### config.mk
export PLATFORM = sky130hd
export DESIGN_NAME = uart_rx_fifo
export DESIGN_NICKNAME = d
export VERILOG_FILES = /design/src/rtl/uart_rx_fifo.sv
export SDC_FILE = /design/constraint.sdc
export NUM_CORES = 1
export LEC_CHECK = 0
export BUFFER_PORTS_ARGS = -buffer_cell sky130_fd_sc_hd__buf_2
export CAP_MARGIN = 20
export CORE_MARGIN = 3
export CORE_UTILIZATION = 55
export CTS_CLUSTER_SIZE = 20
export DETAILED_ROUTE_END_ITERATION = 16
export PLACE_DENSITY = 0.76
export SYNTH_ARGS = -nofsm -noshare
export SYNTH_HDL_FRONTEND = slang
export SYNTH_SLANG_ARGS = --single-unit
### constraint.sdc
create_clock -name Clk -period 5.5 [get_ports Clk]
set_clock_uncertainty 0.05 [all_clocks]
set_input_delay 0 -clock Clk [delete_from_list [all_inputs] [get_ports Clk]]
set_output_delay 0 -clock Clk [all_outputs]
set_load 0.05 [all_outputs]
### src/rtl/uart_rx_fifo.sv
// Receive holding FIFO for a UART: show-ahead head word, sticky overrun/error flags,
// and an optional receive-timeout counter enabled by defining UART_RX_TIMEOUT_EN.
module uart_rx_fifo #(
    parameter int pAddrWidth = 4,
    parameter int pRTO       = 640
) (
    input  logic                  Clk,
    input  logic                  Rst_N,
    input  logic                  Clr,
    input  logic                  CE_16x,
    input  logic [8:0]            RD,
    input  logic                  WE_RHR,
    input  logic                  RE_RHR,
    input  logic                  Clr_Sts,
    output logic [8:0]            RHR,
    output logic                  RxRdy,
    output logic                  RxFull,
    output logic [pAddrWidth:0]   RxCnt,
    output logic                  RxOvr,
    output logic                  RxErr,
    output logic                  RxTO
);

    localparam int cDepth = 1 << pAddrWidth;

    logic [8:0]            mem [cDepth];
    logic [pAddrWidth-1:0] wrPtr, rdPtr;
    logic [pAddrWidth:0]   cnt;
    logic                  empty, full, doWr, doRd, ovrSet;

    // WE_RHR and RE_RHR are single-cycle strobes with no back-pressure: a write is
    // accepted unless the FIFO is full with no pop in the same cycle (then it is
    // dropped and flagged as overrun); a pop on an empty FIFO is ignored.
    assign empty  = (cnt == '0);
    assign full   = (cnt == (pAddrWidth+1)'(cDepth));
    assign doRd   = RE_RHR & ~empty;
    assign doWr   = WE_RHR & (~full | RE_RHR);
    assign ovrSet = WE_RHR & full & ~RE_RHR;

    assign RHR    = empty ? 9'h000 : mem[rdPtr];
    assign RxRdy  = ~empty;
    assign RxFull = full;
    assign RxCnt  = cnt;

    // Storage is deliberately left unreset; the count alone decides what is valid.
    always_ff @(posedge Clk) begin
        if (doWr && !Clr)
            mem[wrPtr] <= RD;
    end

    always_ff @(posedge Clk or negedge Rst_N) begin
        if (!Rst_N) begin
            wrPtr <= '0;
            rdPtr <= '0;
            cnt   <= '0;
            RxOvr <= 1'b0;
            RxErr <= 1'b0;
        end else if (Clr) begin
            wrPtr <= '0;
            rdPtr <= '0;
            cnt   <= '0;
            RxOvr <= 1'b0;
            RxErr <= 1'b0;
        end else begin
            if (doWr) wrPtr <= wrPtr + 1'b1;
            if (doRd) rdPtr <= rdPtr + 1'b1;
            case ({doWr, doRd})
                2'b10:   cnt <= cnt + 1'b1;
                2'b01:   cnt <= cnt - 1'b1;
                default: cnt <= cnt;
            endcase
            // Setting a sticky flag wins over clearing it in the same cycle.
            if (ovrSet)               RxOvr <= 1'b1;
            else if (Clr_Sts)         RxOvr <= 1'b0;
            if (doWr && RD[8])        RxErr <= 1'b1;
            else if (Clr_Sts)         RxErr <= 1'b0;
        end
    end

`ifdef UART_RX_TIMEOUT_EN
    localparam int cTW = $clog2(pRTO + 1);
    logic [cTW-1:0] tmr;

    always_ff @(posedge Clk or negedge Rst_N) begin
        if (!Rst_N) begin
            tmr  <= '0;
            RxTO <= 1'b0;
        end else if (Clr || doWr || RE_RHR || empty) begin
            tmr  <= '0;
            RxTO <= 1'b0;
        end else if (CE_16x && tmr != cTW'(pRTO)) begin
            tmr <= tmr + cTW'(1);
            if (tmr == cTW'(pRTO - 1))
                RxTO <= 1'b1;
        end
    end
`else
    logic unusedCe;
    assign unusedCe = CE_16x;
    assign RxTO     = 1'b0;
`endif

endmodule

==> impl_metrics.ini, run 1 <==
[status]
status = complete, no violations

[placement]
placed_area_um2 = 6780
io_buffers = 32
dp_slack_ns = 2.89
gp_congestion = 0.811
dpl.hpwl_mm = 7.36

[logic_synthesis]
ys.flop_type = edfxtp_1
synth_warnings = 0
ys_top_cells_by_area = edfxtp_1 (67%), mux4_2 (12%), dfrtp_1 (5.8%)
avgSynthCellArea_um2 = 18.5
synth_edf_count = 144
synth_seq_cells = 159
post-synth-top-area-cell = edfxtp_1
synth_top_cell_area_share_pct = 66.6
ys_seq_area_share_pct = 72.4
synth_nets = 374
syn_area_um2 = 6490
synth_cell_types = 41
async_flop_share_pct = 9.43
synth_cells = 351

[power]
ir_worst_vdd_mv = 0.382
power_density_nw_per_um2 = 463
p_leak_uw = 0.00253

[critical_path]
critical_path_required_ns = 5.76
cp-startpoint = RxCnt[1]$_DFFE_PN0P_
cp.arrival_ns = 3.17
cp_max_fo = 9
crit_path_end = RxErr$_DFFE_PN0P_
critPathKind = reg2reg
worstReg2RegEnd = RxErr$_DFFE_PN0P_
worstSetupStartpointType = flip-flop
r2r_slack_ns = 2.58
worstRegToRegCells = 6
worst_setup_path_end_kind = flip-flop
reg2reg_from = RxCnt[1]$_DFFE_PN0P_

[route]
routed_wirelength_mm = 12.5
route.detailed.drc = 0
num_vias = 3362
initialDrtViolationCount = 258
via_per_inst = 5.95
antenna_left = 0
wl_per_cell_um = 22.1
firstDrtPassIters = 5

[timing]
final.setup.tns_ns = 0
rsz0062_at_grt = false
maxSlewHeadroom_pct = 29.8
hold_violations = 0
worst_pin_slew_ns = 1.05
drv_slew = 0
max_clock_freq_ghz = 0.343
setup_viol = 0
fin_crit_sh_pct = 53.0
layout_setup_ws_ns = 2.58
period_needed_ns = 2.92

[clock_network]
htreeDepth = 4
cts_resized = 0
cts_root_buffer = clkbuf_16
cts_tree = done
clock_path_buffers = 2
cts.sinks = 159
clk_latency_ns = 0.42
numCtsBuffers = 17
clkSlewWorstSetupHoldPaths_ns = 0.06

[finish]
synthToLayoutAreaGrowth_pct = 16.5
drive_gt1_share_pct = 26.5
n_antenna_cell = 0
nFillCells = 750
final_area_um2 = 7560
nets = 432
multi_input_area_um2 = 1690
ff_latch_area_um2 = 4700

[grt]
grt_pass1_vias = 3524
grt_start_max_net_pins = 29
antenna_found_initial = 0
grt_pass1_wl_mm = 19.3
overflow = 0
grt_usage_pct = 20.7

[floorplan]
rows = 39
dieWidth_um = 115
die_y_um = 115
initial_utilization_pct = 56.6
io-pin-count = 35
die-area_um2 = 13100
core_um2 = 11500

[worst_hold_path]
min_path_type = in2reg

[job]
max_cap_violations = 0
-- cell families after synthesis --
group | after synthesis | synth area share (%)
simple gates | 72 | 5.26
other cells | 1 | 0.0578
xor+xnor | 7 | 0.945
compound gates | 27 | 2.89
flops | 159 | 72.4
buf+inv | 22 | 1.47
fa+ha+maj | 7 | 1.35
mux | 56 | 15.6
-- cells in the final DEF, fill, tap and decap left out, types with 2 or more instances in the layout --
cell           instances
nor4_1                 3
a21o_2                 2
o21ai_0                2
clkinv_2               4
bufinv_16              3
dfrtp_1               14
or3_1                  2
nor2b_1                3
clkinv_1               4
buf_4                  4
nor2_1                31
edfxtp_1             144
xnor2_1                2
o22ai_1                9
dlygate4sd3_1         20
nand3_1                4
nand2_1               16
ha_1                   7
mux2i_1               19
clkinvlp_4             2
inv_1                  5
clkbuf_16             17
buf_2                 32
a21oi_1                8
xor2_1                 5
nand2b_1               3
mux4_2                36
-- synth_stat cells (2+ instances only) --
| library cell | number |
|---|---|
| dfrtp_1 | 15 |
| buf_2 | 7 |
| o21ai_0 | 2 |
| a21oi_1 | 8 |
| a21o_2 | 2 |
| nand2b_1 | 3 |
| nand2_1 | 16 |
| edfxtp_1 | 144 |
| nor2_1 | 31 |
| mux2i_1 | 19 |
| o22ai_1 | 9 |
| inv_1 | 5 |
| xnor2_1 | 2 |
| nand3_1 | 4 |
| ha_1 | 7 |
| mux4_2 | 36 |
| nor2b_1 | 3 |
| xor2_1 | 5 |
| nor4_1 | 3 |
| or3_1 | 2 |
| clkbuf_1 | 8 |
-- metrics by stage --
step                      cells  util, %  hold slack (ns)  power, µW
after CTS                   564     65.9            0.444       3530
final                       565     65.9            0.460       3500
after detailed placement    512     59.1           -0.117       2370
after global placement      512     59.1           -0.123       2350
after global routing        565     65.9            0.462       3650
after floorplan             351        -           -0.346       2170
-- flip-flops by register name, summed over array words and instances (netlist names) --
| name | count |
|---|---|
| mem | 144 |
| rdPtr | 4 |
| RxErr | 1 |
| RxCnt | 5 |
| wrPtr | 4 |
| RxOvr | 1 |
-- where the power goes --
group	switching (µW)	total, µW	internal [µW]
sequential	67.6	1420	1350
combinational	580	938	358
clock	440	1140	703
total	1090	3500	2410
-- worst max-delay path, cell delays in order, from the launching register on --
cell           delay (ns)
dfrtp_1              0.47
or4_4                0.58
o31a_2               0.38
a21oi_1              0.16
dlygate4sd3_1        0.56
nor2_1               0.04
dlygate4sd3_1        0.56
-- metal layers --
| metal | vias to the layer above | share of wire, % | GRT usage, % |
|---|---|---|---|
| met4 | 0 | 1.7 | 8.31 |
| met1 | 1727 | 41 | 26.1 |
| met5 | - | 0 | 0 |
| met2 | 104 | 52 | 33.6 |
| li1 | 1513 | - | - |
| met3 | 18 | 5.1 | 6.34 |
-- worst min-delay path by stage --
stage | start | end | slack, ns | cells past startpoint
after floorplan | Rst_N | RxCnt[0]$_DFFE_PN0P_ | -0.35 | 0
after global placement | Rst_N | RxCnt[0]$_DFFE_PN0P_ | -0.12 | 1
after detailed placement | Rst_N | RxCnt[0]$_DFFE_PN0P_ | -0.12 | 1
after CTS | RD[3] | mem[8][3]$_DFFE_PP_ | 0.44 | 2
after global routing | RD[2] | mem[7][2]$_DFFE_PP_ | 0.46 | 2
final | RD[3] | mem[8][3]$_DFFE_PP_ | 0.46 | 2
-- what timing repair did --
action,in CTS,in global routing
endpoints found under the hold margin,169,0
hold buffers,20,0
setup buffers,0,0
-- cell type report --
type                    count  area share, %
clock buffers              18           5.68
clock inverters            14           1.97
inverters                   5          0.248
multi-input cells         170           22.4
flip-flops and latches    159           62.2
well taps                 143           2.37
repair buffers             56           5.16
Note: power is estimated with default switching activity, not from simulation.
==> run 2: changes to the inputs <==
Settings changed: CORE_UTILIZATION 55 to 54, PLACE_DENSITY 0.76 to 0.78.
Clock period 5.5 ns to 2.45 ns, I/O delays scaled along.
==> run 2 against run 1 <==
Compared with the run above: first-iteration DRC count grew 22%; routed wire length rose by 2.1%; non-clock buffer count increased by 21; maximum frequency increased by 22%; power up 130%; critical path depth is 3 higher; sequential power up 120%; flip-flop and latch count unchanged; critical path type unchanged; largest power group unchanged.
==> impl_metrics.ini, run 2 (same netlist as run 1, synthesis figures left out) <==
[finish]
drive_gt1_share_pct = 34.2
nets = 453
synthToLayoutAreaGrowth_pct = 20.3
largest_reg_flops = 144
mostFrequentLayoutCells = edfxtp_1 (144), mux4_2 (36), buf_2 (32)
layout_commonest_cell = edfxtp_1
regMostFlops = mem
final_area_um2 = 7810
n_antenna_cell = 0
layoutNonFillerInstCount = 584

[floorplan]
core_um2 = 11600
io-pin-count = 35
initial_utilization_pct = 56.1
dieWidth_um = 116
die_y_um = 116
die-area_um2 = 13400
rows = 39

[timing]
setup_viol = 0
hold_violations = 0
drv_slew = 0
worst_pin_slew_ns = 0.990
maxSlewHeadroom_pct = 33.7
fin_crit_sh_pct = 97.9
period_needed_ns = 2.40
max_clock_freq_ghz = 0.417
final.setup.tns_ns = 0
rsz0062_at_grt = true

[grt]
grt_pass1_vias = 3648
grt_pass1_wl_mm = 19.9
grt_start_max_net_pins = 33
antenna_found_initial = 0
overflow = 0
grt_usage_pct = 20.7

[placement]
gp_congestion = 0.868
io_buffers = 32
dpl.hpwl_mm = 7.76
placed_area_um2 = 6970
placed_cells = 531

[critical_path]
reg2reg_from = RxCnt[0]$_DFFE_PN0P_
r2r_slack_ns = 0.05
crit_chain = buf_4, nor4_2, a21o_2, inv_1, ha_2, a31o_2, mux2i_1, or4_1, nand3_1
crit_slowest_cell = dfrtp_2
cp.arrival_ns = 2.70
worst_setup_path_end_kind = flip-flop
worstReg2RegEnd = RxCnt[4]$_DFFE_PN0P_
critPathMaxStageDelay_ns = 0.43
cp_max_fo = 8
worstSetupStartpointType = flip-flop
critical_path_required_ns = 2.75
critPathKind = reg2reg
cp-startpoint = RxCnt[0]$_DFFE_PN0P_
worstRegToRegCells = 9
crit_path_end = RxCnt[4]$_DFFE_PN0P_

[route]
via_per_inst = 5.91
num_vias = 3449
routed_wirelength_mm = 12.7
firstDrtPassIters = 6
route.detailed.drc = 0
initialDrtViolationCount = 315
antenna_left = 0
wl_per_cell_um = 21.8

[clock_network]
clkSlewWorstSetupHoldPaths_ns = 0.06
cts_root_buffer = clkbuf_16
cts_tree = done
clk_latency_ns = 0.41
htreeDepth = 4
numCtsBuffers = 17
clock_path_buffers = 2
cts.sinks = 159

[power]
combPwrFrac_pct = 30.2
ir_worst_vdd_mv = 0.696
power_switching_uw = 2600
switching_share_pct = 31.8
power_density_nw_per_um2 = 1050
p_leak_uw = 0.00266
p_seq_share_pct = 38.9
p_int_uw = 5570
pwr-share-clk_pct = 30.9

[worst_hold_path]
min_path_type = in2reg

[job]
max_cap_violations = 0

[status]
status = complete, no violations
-- run 2: power groups by stage --
| stage | sequential [µW] | combinational, µW | clock [µW] |
|---|---|---|---|
| after floorplan | 3280 | 1610 | 0 |
| after global placement | 3220 | 2220 | 0 |
| after detailed placement | 3230 | 2270 | 0 |
| after CTS | 3180 | 2330 | 2570 |
| after global routing | 3190 | 2630 | 2680 |
| final | 3180 | 2470 | 2520 |
-- run 2: per-stage QoR --
stage	hold slack [ns]	util [%]	setup WS, ns	power, µW
final	0.414	67.5	0.0524	8170
after floorplan	-0.346	-	-0.0949	4890
after global placement	-0.127	60.2	0.0721	5440
after global routing	0.460	67.5	-0.0487	8500
after detailed placement	-0.118	60.2	-0.0211	5500
after CTS	0.380	66.8	0.00124	8090
-- run 2: final cells by class --
class | instances | area (µm²)
sequential | 159 | 4710
fill | 741 | 3760
multi-input combinational | 170 | 1760
timing repair buffer | 77 | 578
clock buffer | 18 | 429
tap | 143 | 179
clock inverter | 12 | 136
inverter | 5 | 18.8
-- run 2: critical path: cells and delay by family, from the launching register on --
kind	cells	cell delay, ns
multiplexers	1	0.08
AND/OR/NAND/NOR	3	0.79
buffers and inverters	2	0.22
adder cells (fa/ha/maj)	1	0.38
AO/OA/AOI/OAI	2	0.38
flip-flops	1	0.43
-- run 2: how the worst min path moves through the flow --
| stage | start | to | slack, ns | depth (start not counted) |
|---|---|---|---|---|
| 4_1_cts | Clr_Sts | RxErr$_DFFE_PN0P_ | 0.38 | 5 |
| 3_3_place_gp | Rst_N | RxCnt[1]$_DFFE_PN0P_ | -0.13 | 1 |
| 2_1_floorplan | Rst_N | RxCnt[0]$_DFFE_PN0P_ | -0.35 | 0 |
| 6_report | Clr_Sts | RxErr$_DFFE_PN0P_ | 0.41 | 5 |
| 5_1_grt | Clr_Sts | RxErr$_DFFE_PN0P_ | 0.46 | 5 |
| 3_5_place_dp | Rst_N | RxCnt[1]$_DFFE_PN0P_ | -0.12 | 1 |
-- run 2: what timing repair did --
action	CTS	global route
endpoints found under the hold margin	169	0
buffers inserted	0	6
hold buffers	17	0
setup endpoints to repair	10	20
pin swaps	1	3
gates resized for setup	5	9
gates cloned	0	0
-- run 2: routing by layer --
layer / global-route usage, % / vias to the layer above / part of all wire, %
li1: - / 1555 / -
met1: 26.7 / 1756 / 39
met2: 34.1 / 130 / 51
met3: 6.84 / 8 / 8.0
met4: 6.26 / 0 / 1.0
met5: 0 / - / 0
